$ cat src/rtl/mc_store_arbiter_pkg.sv
// Shared types for the store-side memory controller.
// FSM encodings and the one-hot encoder used by the arbiters.
package mc_store_arbiter_pkg;

  typedef enum logic [1:0] {
    RUN   = 2'd0,
    DRAIN = 2'd1,
    DONE  = 2'd2
  } stateT;

  localparam int MAX_PORTS = 32;

  function automatic int unsigned onehotToIdx(
    input logic [MAX_PORTS-1:0] oh
  );
    int unsigned idx;
    idx = 0;
    for (int i = 0; i < MAX_PORTS; i++) begin
      if (oh[i]) idx = idx | unsigned'(i);
    end
    return idx;
  endfunction

endpackage

$ cat src/rtl/mc_store_arbiter_if.sv
// Store-port, ctrl and memory-side bundle of the store arbiter.
// master = environment side, slave = arbiter side.
interface mc_store_arbiter_if #(
  parameter int NUM_STORES = 2,
  parameter int DATA_TYPE  = 32,
  parameter int ADDR_TYPE  = 32,
  parameter int CTRL_TYPE  = 32
);
  import mc_store_arbiter_pkg::*;

  logic [NUM_STORES*ADDR_TYPE-1:0] ins_addr;
  logic [NUM_STORES*DATA_TYPE-1:0] ins_data;
  logic [NUM_STORES-1:0]           ins_valid;
  logic [NUM_STORES-1:0]           ins_ready;
  logic [CTRL_TYPE-1:0]            ctrl;
  logic                            ctrl_valid;
  logic                            ctrl_ready;
  logic                            ctrlEnd_valid;
  logic                            ctrlEnd_ready;
  logic                            storeEn;
  logic [ADDR_TYPE-1:0]            storeAddr;
  logic [DATA_TYPE-1:0]            storeData;
  logic                            memEnd_valid;
  logic                            memEnd_ready;

  modport master (
    output ins_addr, ins_data, ins_valid,
    output ctrl, ctrl_valid, ctrlEnd_valid,
    output memEnd_ready,
    input  ins_ready, ctrl_ready, ctrlEnd_ready,
    input  storeEn, storeAddr, storeData,
    input  memEnd_valid
  );

  modport slave (
    input  ins_addr, ins_data, ins_valid,
    input  ctrl, ctrl_valid, ctrlEnd_valid,
    input  memEnd_ready,
    output ins_ready, ctrl_ready, ctrlEnd_ready,
    output storeEn, storeAddr, storeData,
    output memEnd_valid
  );

endinterface

$ cat src/rtl/mc_store_arbiter_rr_arbiter.sv
// Combinational round-robin arbiter.
// Grants the first request strictly after ptr, wrapping.
module rr_arbiter
  import mc_store_arbiter_pkg::*;
#(
  parameter int N  = 2,
  parameter int IW = (N > 1) ? $clog2(N) : 1
) (
  input  logic [N-1:0]  req,
  input  logic [IW-1:0] ptr,
  output logic [N-1:0]  grant,
  output logic [IW-1:0] grantIdx
);

  // scan far-to-near so the nearest request after ptr wins
  always_comb begin
    grant = '0;
    for (int k = N; k >= 1; k--) begin
      if (req[IW'((int'(ptr) + k) % N)]) begin
        grant = '0;
        grant[IW'((int'(ptr) + k) % N)] = 1'b1;
      end
    end
  end

  assign grantIdx = IW'(onehotToIdx(MAX_PORTS'(grant)));

endmodule

$ cat src/rtl/mc_store_arbiter.sv
// Store arbiter: shares one memory write port between store ports
// and signals memEnd once all announced stores are issued.
module mc_store_arbiter
  import mc_store_arbiter_pkg::*;
#(
  parameter int NUM_STORES = 2,
  parameter int DATA_TYPE  = 32,
  parameter int ADDR_TYPE  = 32,
  parameter int CTRL_TYPE  = 32
) (
  input logic clk,
  input logic rst,
  mc_store_arbiter_if.slave bus
);

  localparam int IW = (NUM_STORES > 1) ? $clog2(NUM_STORES) : 1;
  localparam logic [IW-1:0] PTR_RST = IW'(NUM_STORES - 1);

  stateT                 state;
  logic [CTRL_TYPE-1:0]  pending;
  logic [IW-1:0]         ptr;
  logic [IW-1:0]         grantIdx;
  logic [NUM_STORES-1:0] eligible;
  logic [NUM_STORES-1:0] grant;
  logic                  grantAny;
  logic                  runState;
  logic                  ctrlFire;
  logic                  endFire;
  logic                  storeEnQ;
  logic [ADDR_TYPE-1:0]  storeAddrQ;
  logic [DATA_TYPE-1:0]  storeDataQ;
  logic                  memEndQ;

  assign runState = (state == RUN);
  assign eligible = bus.ins_valid &
    {NUM_STORES{(pending != '0) && (state != DONE)}};

  rr_arbiter #(
    .N  (NUM_STORES),
    .IW (IW)
  ) uArb (
    .req      (eligible),
    .ptr      (ptr),
    .grant    (grant),
    .grantIdx (grantIdx)
  );

  assign grantAny = |grant;
  assign ctrlFire = bus.ctrl_valid & runState;
  assign endFire  = bus.ctrlEnd_valid & runState;

  assign bus.ins_ready     = grant;
  assign bus.ctrl_ready    = runState;
  assign bus.ctrlEnd_ready = runState;
  assign bus.storeEn       = storeEnQ;
  assign bus.storeAddr     = storeAddrQ;
  assign bus.storeData     = storeDataQ;
  assign bus.memEnd_valid  = memEndQ;

  // register the granted token onto the memory port
  always_ff @(posedge clk or negedge rst) begin
    if (!rst) begin
      storeEnQ   <= 1'b0;
      storeAddrQ <= '0;
      storeDataQ <= '0;
    end else begin
      storeEnQ <= grantAny;
      if (grantAny) begin
        storeAddrQ <=
          bus.ins_addr[int'(grantIdx)*ADDR_TYPE +: ADDR_TYPE];
        storeDataQ <=
          bus.ins_data[int'(grantIdx)*DATA_TYPE +: DATA_TYPE];
      end
    end
  end

  // pending store count and round-robin pointer
  always_ff @(posedge clk or negedge rst) begin
    if (!rst) begin
      pending <= '0;
      ptr     <= PTR_RST;
    end else begin
      pending <= pending
               + (ctrlFire ? bus.ctrl : '0)
               - CTRL_TYPE'(grantAny);
      if (grantAny) ptr <= grantIdx;
    end
  end

  // end-of-control FSM; pending==0 in DRAIN means no grant now,
  // so the final write leaves the register on this same edge
  always_ff @(posedge clk or negedge rst) begin
    if (!rst) begin
      state   <= RUN;
      memEndQ <= 1'b0;
    end else begin
      unique case (state)
        RUN: begin
          if (endFire) state <= DRAIN;
        end
        DRAIN: begin
          if (pending == '0) begin
            state   <= DONE;
            memEndQ <= 1'b1;
          end
        end
        DONE: begin
          if (bus.memEnd_ready) begin
            state   <= RUN;
            memEndQ <= 1'b0;
          end
        end
        default: begin
          state   <= RUN;
          memEndQ <= 1'b0;
        end
      endcase
    end
  end

endmodule

$ cat src/flat_wrapper.sv
// flat-port wrapper written by rule: the top's interface ports become plain ports
module mc_store_arbiter_flat import mc_store_arbiter_pkg::*;
#(
  parameter int NUM_STORES = 2,
  parameter int DATA_TYPE  = 32,
  parameter int ADDR_TYPE  = 32,
  parameter int CTRL_TYPE  = 32
)
  (clk, rst, bus_ins_addr, bus_ins_data, bus_ins_valid, bus_ctrl, bus_ctrl_valid, bus_ctrlEnd_valid, bus_memEnd_ready, bus_ins_ready, bus_ctrl_ready, bus_ctrlEnd_ready, bus_storeEn, bus_storeAddr, bus_storeData, bus_memEnd_valid);
  mc_store_arbiter_if #(.NUM_STORES(NUM_STORES), .DATA_TYPE(DATA_TYPE), .ADDR_TYPE(ADDR_TYPE), .CTRL_TYPE(CTRL_TYPE)) bus_i ();
  input logic clk;
  input logic rst;
  input wire logic [$bits(bus_i.ins_addr)-1:0] bus_ins_addr;
  input wire logic [$bits(bus_i.ins_data)-1:0] bus_ins_data;
  input wire logic [$bits(bus_i.ins_valid)-1:0] bus_ins_valid;
  input wire logic [$bits(bus_i.ctrl)-1:0] bus_ctrl;
  input wire logic [$bits(bus_i.ctrl_valid)-1:0] bus_ctrl_valid;
  input wire logic [$bits(bus_i.ctrlEnd_valid)-1:0] bus_ctrlEnd_valid;
  input wire logic [$bits(bus_i.memEnd_ready)-1:0] bus_memEnd_ready;
  output wire logic [$bits(bus_i.ins_ready)-1:0] bus_ins_ready;
  output wire logic [$bits(bus_i.ctrl_ready)-1:0] bus_ctrl_ready;
  output wire logic [$bits(bus_i.ctrlEnd_ready)-1:0] bus_ctrlEnd_ready;
  output wire logic [$bits(bus_i.storeEn)-1:0] bus_storeEn;
  output wire logic [$bits(bus_i.storeAddr)-1:0] bus_storeAddr;
  output wire logic [$bits(bus_i.storeData)-1:0] bus_storeData;
  output wire logic [$bits(bus_i.memEnd_valid)-1:0] bus_memEnd_valid;
  assign bus_i.ins_addr = bus_ins_addr;
  assign bus_i.ins_data = bus_ins_data;
  assign bus_i.ins_valid = bus_ins_valid;
  assign bus_i.ctrl = bus_ctrl;
  assign bus_i.ctrl_valid = bus_ctrl_valid;
  assign bus_i.ctrlEnd_valid = bus_ctrlEnd_valid;
  assign bus_i.memEnd_ready = bus_memEnd_ready;
  assign bus_ins_ready = bus_i.ins_ready;
  assign bus_ctrl_ready = bus_i.ctrl_ready;
  assign bus_ctrlEnd_ready = bus_i.ctrlEnd_ready;
  assign bus_storeEn = bus_i.storeEn;
  assign bus_storeAddr = bus_i.storeAddr;
  assign bus_storeData = bus_i.storeData;
  assign bus_memEnd_valid = bus_i.memEnd_valid;
  mc_store_arbiter #(.NUM_STORES(NUM_STORES), .DATA_TYPE(DATA_TYPE), .ADDR_TYPE(ADDR_TYPE), .CTRL_TYPE(CTRL_TYPE)) u_core (.clk(clk), .rst(rst), .bus(bus_i));
endmodule
$ cat config.mk
export PLATFORM = sky130hd
export DESIGN_NAME = mc_store_arbiter_flat
export DESIGN_NICKNAME = d
export VERILOG_FILES = /design/src/rtl/mc_store_arbiter_pkg.sv /design/src/rtl/mc_store_arbiter_if.sv /design/src/rtl/mc_store_arbiter_rr_arbiter.sv /design/src/rtl/mc_store_arbiter.sv /design/src/flat_wrapper.sv
export SDC_FILE = /design/constraint.sdc
export NUM_CORES = 1
export LEC_CHECK = 0
export CAP_MARGIN = 20
export CORE_UTILIZATION = 40
export CTS_CLUSTER_DIAMETER = 100
export DETAILED_ROUTE_END_ITERATION = 12
export PLACE_DENSITY = 0.77
export RECOVER_POWER = 100
export SYNTH_ARGS = -nofsm -noshare
export SYNTH_HDL_FRONTEND = slang
export SYNTH_SLANG_ARGS = --single-unit
$ cat constraint.sdc
create_clock -name clk -period 3.8 [get_ports clk]
set_input_delay 0.76 -clock clk [delete_from_list [all_inputs] [get_ports clk]]
set_output_delay 0.76 -clock clk [all_outputs]
set_load 0.01 [all_outputs]
; Word level (Yosys, flattened, before mapping)
; Index checks and enable logic that the tools add are counted.
[totals]
latchBits = 0
rom_bits = 0
mem_count = 0
out_inout_bits = 70
ram_bits = 0
reg_bits = 101
word_cells = 55
[classes]
bitwise_logic = 4
n_addsub = 4
eq_ne = 6
reduce_logical = 9
magnitude_cmp = 4
mul = 0
div_mod_pow = 0
n_shift = 2
muxes = 19
[op_table]
columns = op, n
row1 = indexed part select 64 x 7 -> 32 bit, 2
row2 = adder 32 bit, 1
row3 = zero test 32 bit, 1
row4 = two-way mux 32 bit, 1
row5 = nonzero test 32 bit, 1
row6 = subtractor 32 x 1 -> 32 bit, 1
row7 = two-way mux 2 bit, 5
row8 = two-way mux 1 bit, 9
row9 = "< comparator 1 x 3 -> 1 bit, second input constant", 2
row10 = "inequality test 2 bit, second input constant", 3
row11 = case mux 2 bit (3 select lines), 1
row12 = AND reduction 3 bit, 2
row13 = AND 1 bit, 3
row14 = logical AND 1 bit, 3
row15 = case mux 1 bit (3 select lines), 1
row16 = "adder 1 bit, second input constant", 2
row17 = demux 1 bit (select 1 bit), 2
row18 = "== test 2 x 1 -> 1 bit, second input constant", 1
row19 = "== test 2 bit, second input constant", 1
row20 = "greater-or-equal comparator 1 bit, second input constant", 2
row21 = zero test 2 bit, 1
row22 = "inequality test 2 x 1 -> 1 bit, second input constant", 1
row23 = OR reduction 2 bit, 1
row24 = inverter 1 bit, 1

; Longest topological paths before layout
[depth]
depth_word = 9
mapped_depth = 17
mapped_depth_nobuf = 16

; Modules after synthesis
; From an unflattened synthesis, not the netlist that was laid out.
[unflattened]
cells_unflattened = 803
area_unflattened_um2 = 6950.4
[modules_own_cells]
columns = module, seq_area_each_um2, area_per_inst_um2, cells_each, n_inst
row1 = mc_store_arbiter, 2528.7, 6925.4, 799, 1
row2 = rr_arbiter, 0.0, 25.0, 4, 1

; Least setup slack after synthesis
; OpenSTA, ideal clock, no wires.
[synth_path]
path_kind = input to register
from = in bus_ins_valid[0]
to = reg u_core.pending[28]
path_buffers = 1
path_stages = 17
arrival_time_ns = 3.645
slack_ns = 0.031
required_ns = 3.676
cell_sequence = nand2_1 -> a21oi_1 -> o21ai_1 -> inv_1 -> clkbuf_1 -> ha_1 -> inv_1 -> ha_1 -> inv_1 -> fa_1 -> nand2b_1 -> a21o_1 -> a2111o_1 -> a21oi_1 -> o2111ai_1 -> mux2i_1 -> or2_1
[synth_via]
elab_chain_cells = 7
[synth_lines]
columns = element, line
row1 = from (decl), flat_wrapper.sv:15  ; input wire logic [$bits(bus_i.ins_valid)-1:0] bus_ins_valid;
row2 = AND 1 bit (*), mc_store_arbiter.sv:35  ; assign eligible = bus.ins_valid &
row3 = two-way mux 1 bit (not written as such) (2 in series), mc_store_arbiter_rr_arbiter.sv:19  ; if (req[IW'((int'(ptr) + k) % N)]) begin
row4 = two-way mux 2 bit, mc_store_arbiter_rr_arbiter.sv:19
row5 = two-way mux 2 bit (*), mc_store_arbiter_rr_arbiter.sv:19
row6 = OR reduction 2 bit (*), mc_store_arbiter.sv:48  ; assign grantAny = |grant;
row7 = via u_core.grantAny, mc_store_arbiter.sv:25  ; logic grantAny;
row8 = subtractor 32 x 1 -> 32 bit (*), mc_store_arbiter.sv:85  ; - CTRL_TYPE'(grantAny);
row9 = to (signal assigned), mc_store_arbiter.sv:83  ; pending <= pending
row10 = to (decl), mc_store_arbiter.sv:20  ; logic [CTRL_TYPE-1:0] pending;
; Mark *: on every way through the listed nets, which the timed path passes. The rest lies on a longest branch. The select of a mux whose other input is x is not followed.
; A chain may end at the register's enable or synchronous reset.

; Worst setup path in the final report
[layout_path]
from = reg u_core.pending[9]
to = reg u_core.pending[28]
[layout_via]
elab_chain_cells = 9
[layout_lines]
columns = element, line
row1 = nonzero test 32 bit, mc_store_arbiter.sv:36  ; {NUM_STORES{(pending != '0) && (state != DONE)}};
row2 = logical AND 1 bit, mc_store_arbiter.sv:36
row3 = AND 1 bit, mc_store_arbiter.sv:35
row4 = two-way mux 1 bit (not written as such) (2 in series), mc_store_arbiter_rr_arbiter.sv:19
row5 = two-way mux 2 bit (2 in series), mc_store_arbiter_rr_arbiter.sv:19
row6 = OR reduction 2 bit, mc_store_arbiter.sv:48
row7 = subtractor 32 x 1 -> 32 bit (*), mc_store_arbiter.sv:85
; Every way passes the cells marked *; elsewhere a longest branch is shown, timed or not. The select of a mux whose other input is x is not followed.

==> impl_results.md <==
* Layout cell share with drive strength beyond 1 at between 10 and 15%
* Async S/R FF share, synth at 100.0%
* Vias at around 5.6k
* Congestion Overflow GR at 0
* Sequential area share after synthesis at slightly above 40%
* Final hold vios at 0
* Main synth FF type: dfrtp_1
* Clk Latency, worst-skew pair at around 360 ps
* Hold Buf Count CTS at 0
* Number of synthesized flops with an enable pin at 0
* Total power at around 6.7 mW
* Worst hold path class: reg -> reg
* Violations in the final reports: max-capacitance violations, max-slew violations
* Post-DP HPWL at between 10000 and 15000 um
* Max clock buf depth at 2
* Fill count at approximately 1.3k
* Post-Route WL at about 16000 um
* DRC Markers at 0
* Largest net degree at the start of global routing at 76
* #FFs+latches synth at between 100 and 150
* Top cells by area, synth: dfrtp_1 41%, nand2_1 15%, ha_1 13%
* DR pass1 iterations at 4
* First-pass GRT wire length at about 26000 um
* Crit Path Class: reg -> reg
* Row count at 44
* ANT nets after route at 0
* Worst EP required at slightly above 4000 ps
* Most numerous cell in the Yosys netlist: nand2_1
* Root buffer cell: clkbuf_16
* # IOs at 237
* Tmin final at approximately 3700 ps
* Vias/cell at 4.814
* Area leader, netlist: dfrtp_1
* Core Area at 14750 sq um
* CTS H-tree depth at 3
* Fin cells at roughly 1.2k
* Critical Path Source Type: flip-flop
* Total number of yosys warnings at 0
* Multi-input logic area at 3221 sq um
* DIE HEIGHT at 125.9 um
* Syn nets at between 900 and 1k
* CTS buffer count at 9
* Critical path endpoint category: flip-flop
* RSZ-0062 raised after global routing: yes
* Nets@finish at 1201
* Synth top cells by count: 249 x nand2_1, 103 x inv_1, 100 x dfrtp_1
* Routability congestion estimate at slightly below 0.9
* Post-synthesis cell count at between 700 and 800
* Register area at around 2500 sq um
* VDD IR-drop max at around 490 uV
* Max Clk Rate at ~270 MHz
* Critical Path Max Stage Delay at roughly 440 ps
* Netlist cell types at 57
* Syn_area_per_cell at 8.237 sq um
* Clock slew seen by the registers of the worst setup and hold paths at ~80 ps
* Clock Sinks at 101
* Outcome: finished with violations
* Area Overhead vs Synth at 44.92%
* Worst slew pin tran at slightly below 2000 ps
* Critical Path Fanout Max at 2
* Final setup skew at approximately 9.5 ps
* Fin. max-slew vios at 76
* Port bufs at 170
* Crit-path slowest cell: a2111o_1
* Die W at between 100 and 150 um
* Die area at around 16000 sq um
* Power Density at around 760 nW/um^2
* DRT iter0 DRCs at ~240
* Setup violations, final at 0
* Leak at between 4 and 5 nW
* Placed insts at roughly 1.1k
* Overall routing resource usage at approximately a fifth
* Data arrival time of the critical path at 3980 ps
* Area share of the largest cell type after synthesis at 40.72%
* CP cell instances: nor4_2 -> buf_4 -> nand4_1 -> o21ai_4 -> inv_2 -> ha_4 -> inv_4 -> ha_4 -> inv_2 -> fa_2 -> nand2b_4 -> a21o_1 -> a2111o_1 -> a21oi_2 -> o2111ai_2 -> mux2i_1 -> or2_1
* Initial antenna violation count at 0
* Vias in the first global route at between 5k and 6k
* Clock tree from TritonCTS: built
* Starting Density at about two fifths
* ANT cells at 0
* WL per Instance at 13.49 um
* Max Cap Viol at 1
* Post-synthesis cell area at slightly above 6000 sq um
* Fin crit share at approximately 100%
* Slew headroom at -29.01%
==> layer usage <==
layer	global-route usage, %	vias to the layer above	share of wire, %
li1	-	2842	-
met1	25.89	2572	45
met2	34.61	151	48
met3	4.843	14	6.0
met4	5.741	0	1.0
met5	0	-	0
==> registers in the layout (all words and copies together) (netlist names) <==
| name | flops |
|---|---|
| u_core.bus.storeAddr | 32 |
| u_core.bus.storeData | 32 |
| u_core.pending | 32 |
| u_core.state | 2 |
| u_core.bus.memEnd_valid | 1 |
| u_core.bus.storeEn | 1 |
| u_core.ptr | 1 |
==> through the flow <==
stage | hold WS [ps] | worst slack (ps) | cell area [sq um] | setup TNS [ps] | util [%]
2_1_floorplan | 464.4 | 30.87 | 6145 | 0 | -
3_3_place_gp | 456.4 | -286.2 | 8503 | -1450 | 57.63
3_5_place_dp | 460.7 | -356.8 | 8503 | -2186 | 57.63
4_1_cts | 478.7 | 18.16 | 8795 | 0 | 59.61
5_1_grt | 495.5 | -181.3 | 8905 | -208.2 | 60.35
6_report | 474.8 | 59.37 | 8905 | 0 | 60.35
==> critical path: cells and delay by family (launching register included) <==
family,cells,cell delay (ps)
and+or+nand+nor,4,850
DFF,1,400
adders and majority gates,3,720
AOI/OAI and AO/OA,5,1200
buffers and inverters,4,320
muxes,1,130
==> cell families (layout without fill, tap and decap cells) <==
logic type | count (synthesis) | in the layout | synth area share [%]
AO/OA/AOI/OAI | 102 | 102 | 11.85
XOR/XNOR | 27 | 27 | 3.849
adder cells (fa/ha/maj) | 63 | 63 | 12.95
buffers and inverters | 132 | 361 | 8.247
flip-flops | 101 | 101 | 41.15
multiplexers | 4 | 4 | 0.6720
other | 1 | 1 | 0.06103
AND/OR/NAND/NOR | 316 | 316 | 21.22
==> cell usage in the layout (no fill, tap or decap), drive strengths merged, types with 2 or more instances in the layout <==
master / Yosys / final
a21o: 12 / 12
and3: 6 / 6
nand2b: 5 / 5
nor4: 9 / 9
buf: 3 / 71
o21ai: 15 / 15
and2: 5 / 5
xnor2: 14 / 14
nand3: 7 / 7
or3: 2 / 2
xor2: 13 / 13
a21boi: 2 / 2
clkbuf: 26 / 12
inv: 103 / 106
nor3: 5 / 5
nand4: 7 / 7
o2111ai: 2 / 2
a21oi: 35 / 35
nand2: 249 / 249
ha: 62 / 62
o221ai: 2 / 2
o21bai: 8 / 8
o211ai: 6 / 6
mux2i: 3 / 3
clkinv: 0 / 2
nor2: 18 / 18
a31oi: 4 / 4
clkdlybuf4s50: 0 / 169
a221oi: 2 / 2
dfrtp: 100 / 100
a211oi: 4 / 4
==> worst paths after layout <==
| path | from | endpoint | slack [ps] | cells after the start |
|---|---|---|---|---|
| worst max-delay path | u_core.pending[9] | u_core.pending[28] | 60 | 17 |
| worst min-delay path | u_core.bus.storeAddr[30] | u_core.bus.storeAddr[30] | 470 | 2 |
| worst max register to register | u_core.pending[9] | u_core.pending[28] | 60 | 17 |
| worst min register to register | u_core.bus.storeAddr[30] | u_core.bus.storeAddr[30] | 470 | 2 |
| max in group asynchronous | rst | u_core.bus.storeAddr[1] | 1280 | 2 |
| min in group asynchronous | rst | u_core.pending[27] | 880 | 1 |
==> area by class of cell <==
cell class | instances | share of cell area [%]
repair buffers | 243 | 25.31
clock inverters | 6 | 0.6323
multi-input cells | 513 | 36.17
well taps | 184 | 2.585
inverters | 103 | 4.370
flip-flops and latches | 101 | 28.41
clock buffers | 9 | 2.529
==> where the power goes <==
group / switching, mW / leakage, nW / total [mW] / internal [mW]
sequential: 0.131 / 1.32 / 1.44 / 1.30
clock: 0.446 / 0.136 / 0.902 / 0.455
combinational: 2.28 / 3.09 / 4.41 / 2.13
total: 2.86 / 4.54 / 6.75 / 3.89
==> repair_timing <==
item | 4_1_cts | 5_1_grt
resized for setup | 2 | 19
pin swaps | 0 | 11
buffers inserted | 0 | 3
setup endpoints to repair | 1 | 11
Note: power is estimated with default switching activity, not from simulation.
